===== src/rtl/reg_op_sequencer_pkg.sv =====
// Shared constants for the register-operation sequencer: opcodes, FunSel codes,
// and the sequencer state encoding.
package reg_op_pkg;

   localparam logic [2:0] OP_LOAD_IMM = 3'd0;
   localparam logic [2:0] OP_CLEAR    = 3'd1;
   localparam logic [2:0] OP_INC      = 3'd2;
   localparam logic [2:0] OP_DEC      = 3'd3;
   localparam logic [2:0] OP_MEM16    = 3'd4;
   localparam logic [2:0] OP_MEM8_ZX  = 3'd5;
   localparam logic [2:0] OP_MEM8_SX  = 3'd6;
   localparam logic [2:0] OP_RSVD     = 3'd7;

   localparam logic [2:0] FS_DEC   = 3'b000;
   localparam logic [2:0] FS_INC   = 3'b001;
   localparam logic [2:0] FS_LOAD  = 3'b010;
   localparam logic [2:0] FS_CLR   = 3'b011;
   localparam logic [2:0] FS_LO_ZX = 3'b100;
   localparam logic [2:0] FS_LO    = 3'b101;
   localparam logic [2:0] FS_HI    = 3'b110;
   localparam logic [2:0] FS_LO_SX = 3'b111;

   typedef enum logic [2:0] {
      S_IDLE,
      S_EXEC,
      S_RD_LO,
      S_WR_LO,
      S_RD_HI,
      S_WR_HI
   } state_t;

   // FunSel for the first (low-byte) write of a memory opcode.
   function automatic logic [2:0] mem_funsel(input logic [2:0] op);
      case (op)
         OP_MEM16:   mem_funsel = FS_LO;
         OP_MEM8_ZX: mem_funsel = FS_LO_ZX;
         default:    mem_funsel = FS_LO_SX;
      endcase
   endfunction

endpackage


===== src/rtl/reg_op_sequencer_if.sv =====
// Command, memory-read and register-control bundle of the sequencer.
interface reg_op_sequencer_if;

   logic        CmdValid;
   logic        CmdReady;
   logic [2:0]  CmdOp;
   logic [15:0] CmdData;
   logic [15:0] CmdAddr;
   logic [7:0]  CmdCount;
   logic        MemRd;
   logic [15:0] MemAddr;
   logic [7:0]  MemData;
   logic        RegE;
   logic [2:0]  RegFunSel;
   logic [15:0] RegI;
   logic        Done;
   logic        CmdErr;
   logic        Busy;

   modport slave (
      input  CmdValid, CmdOp, CmdData, CmdAddr, CmdCount, MemData,
      output CmdReady, MemRd, MemAddr, RegE, RegFunSel, RegI, Done, CmdErr, Busy
   );

   modport master (
      output CmdValid, CmdOp, CmdData, CmdAddr, CmdCount, MemData,
      input  CmdReady, MemRd, MemAddr, RegE, RegFunSel, RegI, Done, CmdErr, Busy
   );

endinterface


===== src/rtl/reg_op_sequencer.sv =====
// Expands one accepted command into the one-cycle strobes of a 16-bit
// function-select register, fetching bytes over an 8-bit memory port.
module reg_op_sequencer
   import reg_op_pkg::*;
(
   input  logic         Clock,
   input  logic         Reset,
   reg_op_sequencer_if.slave bus
);

   state_t      state;
   logic [2:0]  op_r;
   logic [15:0] addr_r;
   logic [7:0]  cnt_r;

   logic        rege_r;
   logic [2:0]  funsel_r;
   logic [15:0] regi_r;
   logic        memrd_r;
   logic [15:0] memaddr_r;
   logic        done_r;
   logic        err_r;
   logic        busy_r;
   logic        wrmem_r;
   logic        cmd_ready;

   assign cmd_ready = (state == S_IDLE) && !Reset;

   always_ff @(posedge Clock) begin
      if (Reset) begin
         state     <= S_IDLE;
         op_r      <= '0;
         addr_r    <= '0;
         cnt_r     <= '0;
         rege_r    <= 1'b0;
         funsel_r  <= '0;
         regi_r    <= '0;
         memrd_r   <= 1'b0;
         memaddr_r <= '0;
         done_r    <= 1'b0;
         err_r     <= 1'b0;
         busy_r    <= 1'b0;
         wrmem_r   <= 1'b0;
      end else begin
         rege_r    <= 1'b0;
         funsel_r  <= '0;
         regi_r    <= '0;
         memrd_r   <= 1'b0;
         memaddr_r <= '0;
         done_r    <= 1'b0;
         err_r     <= 1'b0;
         wrmem_r   <= 1'b0;

         case (state)
            S_IDLE: begin
               if (bus.CmdValid && cmd_ready) begin
                  op_r   <= bus.CmdOp;
                  addr_r <= bus.CmdAddr;
                  busy_r <= 1'b1;
                  cnt_r  <= '0;
                  state  <= S_EXEC;
                  case (bus.CmdOp)
                     OP_LOAD_IMM: begin
                        rege_r   <= 1'b1;
                        funsel_r <= FS_LOAD;
                        regi_r   <= bus.CmdData;
                        done_r   <= 1'b1;
                     end
                     OP_CLEAR: begin
                        rege_r   <= 1'b1;
                        funsel_r <= FS_CLR;
                        done_r   <= 1'b1;
                     end
                     OP_INC, OP_DEC: begin
                        // First strobe issues on acceptance; cnt_r holds the strobes still owed.
                        if (bus.CmdCount != 8'd0) begin
                           rege_r   <= 1'b1;
                           funsel_r <= (bus.CmdOp == OP_INC) ? FS_INC : FS_DEC;
                           cnt_r    <= bus.CmdCount - 8'd1;
                        end
                        done_r <= (bus.CmdCount <= 8'd1);
                     end
                     OP_RSVD: begin
                        done_r <= 1'b1;
                        err_r  <= 1'b1;
                     end
                     default: begin
                        memrd_r   <= 1'b1;
                        memaddr_r <= bus.CmdAddr;
                        state     <= S_RD_LO;
                     end
                  endcase
               end
            end

            S_EXEC: begin
               if (cnt_r == 8'd0) begin
                  state  <= S_IDLE;
                  busy_r <= 1'b0;
               end else begin
                  rege_r   <= 1'b1;
                  funsel_r <= (op_r == OP_INC) ? FS_INC : FS_DEC;
                  cnt_r    <= cnt_r - 8'd1;
                  done_r   <= (cnt_r == 8'd1);
               end
            end

            S_RD_LO: begin
               state    <= S_WR_LO;
               rege_r   <= 1'b1;
               wrmem_r  <= 1'b1;
               funsel_r <= mem_funsel(op_r);
               done_r   <= (op_r != OP_MEM16);
            end

            S_WR_LO: begin
               if (op_r == OP_MEM16) begin
                  state     <= S_RD_HI;
                  memrd_r   <= 1'b1;
                  memaddr_r <= addr_r + 16'd1;
               end else begin
                  state  <= S_IDLE;
                  busy_r <= 1'b0;
               end
            end

            S_RD_HI: begin
               state    <= S_WR_HI;
               rege_r   <= 1'b1;
               wrmem_r  <= 1'b1;
               funsel_r <= FS_HI;
               done_r   <= 1'b1;
            end

            S_WR_HI: begin
               state  <= S_IDLE;
               busy_r <= 1'b0;
            end

            default: begin
               state  <= S_IDLE;
               busy_r <= 1'b0;
            end
         endcase
      end
   end

   // Fetched bytes arrive during the write cycle itself, so RegI forwards MemData there.
   assign bus.RegI      = wrmem_r ? {bus.MemData, bus.MemData} : regi_r;
   assign bus.CmdReady  = cmd_ready;
   assign bus.RegE      = rege_r;
   assign bus.RegFunSel = funsel_r;
   assign bus.MemRd     = memrd_r;
   assign bus.MemAddr   = memaddr_r;
   assign bus.Done      = done_r;
   assign bus.CmdErr    = err_r;
   assign bus.Busy      = busy_r;

endmodule

===== src/flat_wrapper.sv =====
// flat-port wrapper written by rule: the top's interface ports become plain ports
module reg_op_sequencer_flat import reg_op_pkg::*;
  (Clock, Reset, bus_CmdValid, bus_CmdOp, bus_CmdData, bus_CmdAddr, bus_CmdCount, bus_MemData, bus_CmdReady, bus_MemRd, bus_MemAddr, bus_RegE, bus_RegFunSel, bus_RegI, bus_Done, bus_CmdErr, bus_Busy);
  reg_op_sequencer_if bus_i ();
  input  logic Clock;
  input  logic Reset;
  input wire logic [$bits(bus_i.CmdValid)-1:0] bus_CmdValid;
  input wire logic [$bits(bus_i.CmdOp)-1:0] bus_CmdOp;
  input wire logic [$bits(bus_i.CmdData)-1:0] bus_CmdData;
  input wire logic [$bits(bus_i.CmdAddr)-1:0] bus_CmdAddr;
  input wire logic [$bits(bus_i.CmdCount)-1:0] bus_CmdCount;
  input wire logic [$bits(bus_i.MemData)-1:0] bus_MemData;
  output wire logic [$bits(bus_i.CmdReady)-1:0] bus_CmdReady;
  output wire logic [$bits(bus_i.MemRd)-1:0] bus_MemRd;
  output wire logic [$bits(bus_i.MemAddr)-1:0] bus_MemAddr;
  output wire logic [$bits(bus_i.RegE)-1:0] bus_RegE;
  output wire logic [$bits(bus_i.RegFunSel)-1:0] bus_RegFunSel;
  output wire logic [$bits(bus_i.RegI)-1:0] bus_RegI;
  output wire logic [$bits(bus_i.Done)-1:0] bus_Done;
  output wire logic [$bits(bus_i.CmdErr)-1:0] bus_CmdErr;
  output wire logic [$bits(bus_i.Busy)-1:0] bus_Busy;
  assign bus_i.CmdValid = bus_CmdValid;
  assign bus_i.CmdOp = bus_CmdOp;
  assign bus_i.CmdData = bus_CmdData;
  assign bus_i.CmdAddr = bus_CmdAddr;
  assign bus_i.CmdCount = bus_CmdCount;
  assign bus_i.MemData = bus_MemData;
  assign bus_CmdReady = bus_i.CmdReady;
  assign bus_MemRd = bus_i.MemRd;
  assign bus_MemAddr = bus_i.MemAddr;
  assign bus_RegE = bus_i.RegE;
  assign bus_RegFunSel = bus_i.RegFunSel;
  assign bus_RegI = bus_i.RegI;
  assign bus_Done = bus_i.Done;
  assign bus_CmdErr = bus_i.CmdErr;
  assign bus_Busy = bus_i.Busy;
  reg_op_sequencer u_core (.Clock(Clock), .Reset(Reset), .bus(bus_i));
endmodule

===== config.mk =====
export PLATFORM = sky130hd
export DESIGN_NAME = reg_op_sequencer_flat
export DESIGN_NICKNAME = d
export VERILOG_FILES = /design/src/rtl/reg_op_sequencer_pkg.sv /design/src/rtl/reg_op_sequencer_if.sv /design/src/rtl/reg_op_sequencer.sv /design/src/flat_wrapper.sv
export SDC_FILE = /design/constraint.sdc
export NUM_CORES = 1
export LEC_CHECK = 0
export ABC_AREA = 1
export BUFFER_PORTS_ARGS = -buffer_cell sky130_fd_sc_hd__buf_4
export CORE_ASPECT_RATIO = 1.2
export CORE_MARGIN = 5
export CORE_UTILIZATION = 25
export DETAILED_ROUTE_END_ITERATION = 16
export GPL_ROUTABILITY_DRIVEN = 0
export GPL_TIMING_DRIVEN = 1
export HOLD_SLACK_MARGIN = 0.08
export PLACE_DENSITY = 0.42
export SETUP_SLACK_MARGIN = 0.3
export SLEW_MARGIN = 10
export SYNTH_ARGS = -nofsm -noshare
export SYNTH_HDL_FRONTEND = slang
export SYNTH_SLANG_ARGS = --single-unit

===== constraint.sdc =====
create_clock -name Clock -period 1.7 [get_ports Clock]
set_input_delay 0.51 -clock Clock [delete_from_list [all_inputs] [get_ports Clock]]
set_output_delay 0.51 -clock Clock [all_outputs]
set_load 0.03 [all_outputs]

==> reports/qor.csv <==
metric,value,unit
IO Port Bufs,94,
Starting Density,25.3,%
routed wire length,12500,um
number of antenna violations at the first check in global routing,0,
"non-filler cells, final",859,
post-layout minimum cycle time,1.71,ns
total global routing overflow,0,
family with the most delay on the worst path,flip-flops,
Vias per Instance,4.59,
Die Width,120,um
endpoint type of the worst setup path,primary output,
list of cells traversed by the critical path,buf_12 -> nand2_4 -> o21ai_2 -> buf_6,
Max H-tree Level,3,
CTS Root Cell,sky130_fd_sc_hd__clkbuf_16,
switching part of the total power,34.5,%
final design utilization,45.9,%
leakage power of the design,2.85,nW
clock edge transition at the registers on the reported setup and hold paths,0.06,ns
share of post-route cells with drive strength above 1,52.2,%
"commonest cells after routing, fill and taps aside","sky130_fd_sc_hd__buf_4 (98), sky130_fd_sc_hd__inv_1 (72), sky130_fd_sc_hd__nand2_1 (72), sky130_fd_sc_hd__dfxtp_1 (59), sky130_fd_sc_hd__nor2_1 (41)",
Std-Cell Rows,48,
largest stage delay on the critical path,0.42,ns
RSZ-0062 raised after global routing,yes,
top layer in use,met4,
Pint,0.00387,W
Final Skew,0.00767,ns
placed instance count,803,
count of maximum capacitance violations,0,
Logic pwr share,35.7,%
violation count after the first detailed-routing iteration,147,
Final Max Tran Viols,0,
total standard cell area after synthesis,3640,um^2
overall die height,142,um
wire length per cell after detailed routing,14.6,um
"commonest non-fill, non-tap cell in the layout",sky130_fd_sc_hd__buf_4,
critical path startpoint category,flip-flop,
classification of the worst-slack hold path,in -> reg,
failing checks,negative setup slack,
worst path buffer plus inverter count,2,
maximum clock insertion buffer count,2,
hpwl dp,8320,um
# setup viols final,5,
floorplan core area,14400,um^2
number of different library cells in the post-synthesis netlist,35,
met3 routed wirelength,468,um
flop and latch count out of synthesis,70,
post-synthesis sequential area ratio,38.5,%
routed vias,3942,
maximum number of pins on one net before global-route repair,36,
gate count after technology mapping,535,
Post-Syn Nets,595,
number of diodes,0,
clock network fraction of total power,32.6,%
TritonCTS clock tree,built,
wire length on met1,5070,um
growth of design area from synthesis to finish,81.0,%
Total Nets Final,739,
maximum frequency from static timing analysis,584,MHz
first element of the critical path,u_core.bus.RegFunSel[2]$_SDFF_PP0_,
hold path startpoint,bus_CmdData[13],
WL met2,6740,um
first-pass GRT wire length,18300,um
number of routed nets with antenna violations,0,
run status,"complete, but fails checks",
full die area,17100,um^2
number of detailed-routing iterations run before antenna repair,4,
Setup WS pre-CTS,0.0597,ns
worst setup path category,reg -> out,
Worst IR Drop VDD,0.473,mV
"Avg Cell Area, Syn",6.80,um^2
clock latency on the worst-skew pair,0.34,ns
worst path setup slack after routing,-0.0123,ns
number of clock sinks,70,
power per cell area,897,nW/um^2
"Max FO, Critical Path",8,
relative slew slack,73.4,%
DR DRC count,0,
CTS Hold Buffers Added,0,
relative contribution of sequential cells to total power,31.8,%
top-level port count,95,
global-route usage over all layers,13.5,%
sw power,0.00204,W
via count of the first global-routing pass,3781,
count of synthesis-stage warnings from yosys,0,
Critical Path AT,1.20,ns
final clock period utilization by the worst path,101,%
cell with the largest stage delay on the worst path,sky130_fd_sc_hd__dfxtp_4,
final hold violation count,0,
number of buffers inserted during clock tree synthesis,9,
source of the worst register-to-register timing path,u_core.state[0]$_SDFFE_PP0P_,
data required time of the critical path,1.19,ns
worst slew pin tran,0.398,ns
-- through the flow --
step	hold slack [ns]	TNS [ns]	total power (W)	cell area, um^2
floorplan	0.454	0	0.00278	3800
global placement	0.471	0	0.00318	4750
detailed placement	0.470	0	0.00319	4750
CTS	0.379	-0.499	0.00545	5560
global route	0.380	-0.661	0.00624	6590
finish	0.390	-0.0266	0.00591	6590
-- area by class of cell --
| cell class | instances | area (um^2) |
|---|---|---|
| tap | 175 | 219 |
| multi-input combinational | 367 | 2790 |
| timing repair buffer | 145 | 1400 |
| clock inverter | 4 | 45.0 |
| sequential | 70 | 1420 |
| inverter | 80 | 327 |
| clock buffer | 12 | 256 |
| fill | 1407 | 7770 |
| timing repair inverter | 6 | 125 |
-- state kept, by name, indices dropped and copies added (netlist names) --
signal and count:
u_core.cnt_r 8, u_core.bus.CmdErr 1, u_core.bus.Busy 1, u_core.bus.RegE 1, u_core.bus.MemRd 1, u_core.op_r 3, u_core.addr_r 16, u_core.bus.RegFunSel 3
u_core.bus.MemAddr 16, u_core.bus.Done 1, u_core.state 3, u_core.regi_r 16
-- cells in the mapped netlist (all sizes together) --
cell	instances	area share [%]
o21ai	35	4.8
nand3	57	8.5
xor2	3	0.72
inv	80	8.3
xnor2	2	0.48
nor3b	1	0.21
or2	3	0.52
nand4	7	1.4
buf	14	2.6
nor3	6	0.96
nand3b	1	0.21
a21oi	46	6.3
nor2	75	9.6
nand2	117	13
ha	6	2.1
o21bai	5	1.0
o211ai	1	0.21
clkbuf	5	0.52
dfxtp	70	39
a31oi	1	0.17
-- cell families (layout without fill, tap and decap cells) --
| kind of cell | Yosys count | in the layout | share of synthesized area (%) |
|---|---|---|---|
| and+or+nand+nor | 267 | 268 | 34.2 |
| buffers and inverters | 99 | 247 | 11.5 |
| AOI/OAI and AO/OA | 88 | 88 | 12.6 |
| DFF | 70 | 70 | 38.5 |
| adders and majority gates | 6 | 6 | 2.06 |
| xor gates and xnor gates | 5 | 5 | 1.20 |
-- final timing paths --
kind	endpoint	slack [ns]	cells after the start
max reg2reg	u_core.bus.MemAddr[5]$_SDFF_PP0_	0.13	11
min reg2reg	u_core.addr_r[3]$_SDFFE_PP0P_	0.48	2
min	u_core.regi_r[13]$_SDFF_PP0_	0.39	3
max	bus_RegI[12]	-0.01	4
-- layer usage --
| layer | vias up | track usage, % |
|---|---|---|
| met2 | 79 | 24.6 |
| met1 | 1848 | 15.4 |
| met4 | 0 | 4.34 |
| li1 | 1993 | - |
| met5 | - | 0 |
| met3 | 22 | 3.34 |
-- what timing repair did --
action / CTS / global route
resized for setup: 81 / 201
endpoints found under the setup margin: 68 / 84
pin swaps: 37 / 51
gates cloned: 1 / 7
buffers inserted: 20 / 12
-- power by group through the flow --
stage          Clock (W)  Combinational [W]  Sequential, W
5_1_grt          0.00206            0.00229        0.00189
3_5_place_dp           0            0.00130        0.00190
3_3_place_gp           0            0.00128        0.00190
2_1_floorplan          0           0.000868        0.00191
4_1_cts          0.00197            0.00161        0.00187
6_report         0.00192            0.00211        0.00188
-- tightest hold or removal path, stage by stage --
cell and delay [ns]:
sky130_fd_sc_hd__buf_4 0.08, sky130_fd_sc_hd__inv_1 0.03, sky130_fd_sc_hd__nor2_1 0.08
Note: power is estimated with default switching activity, not from simulation.
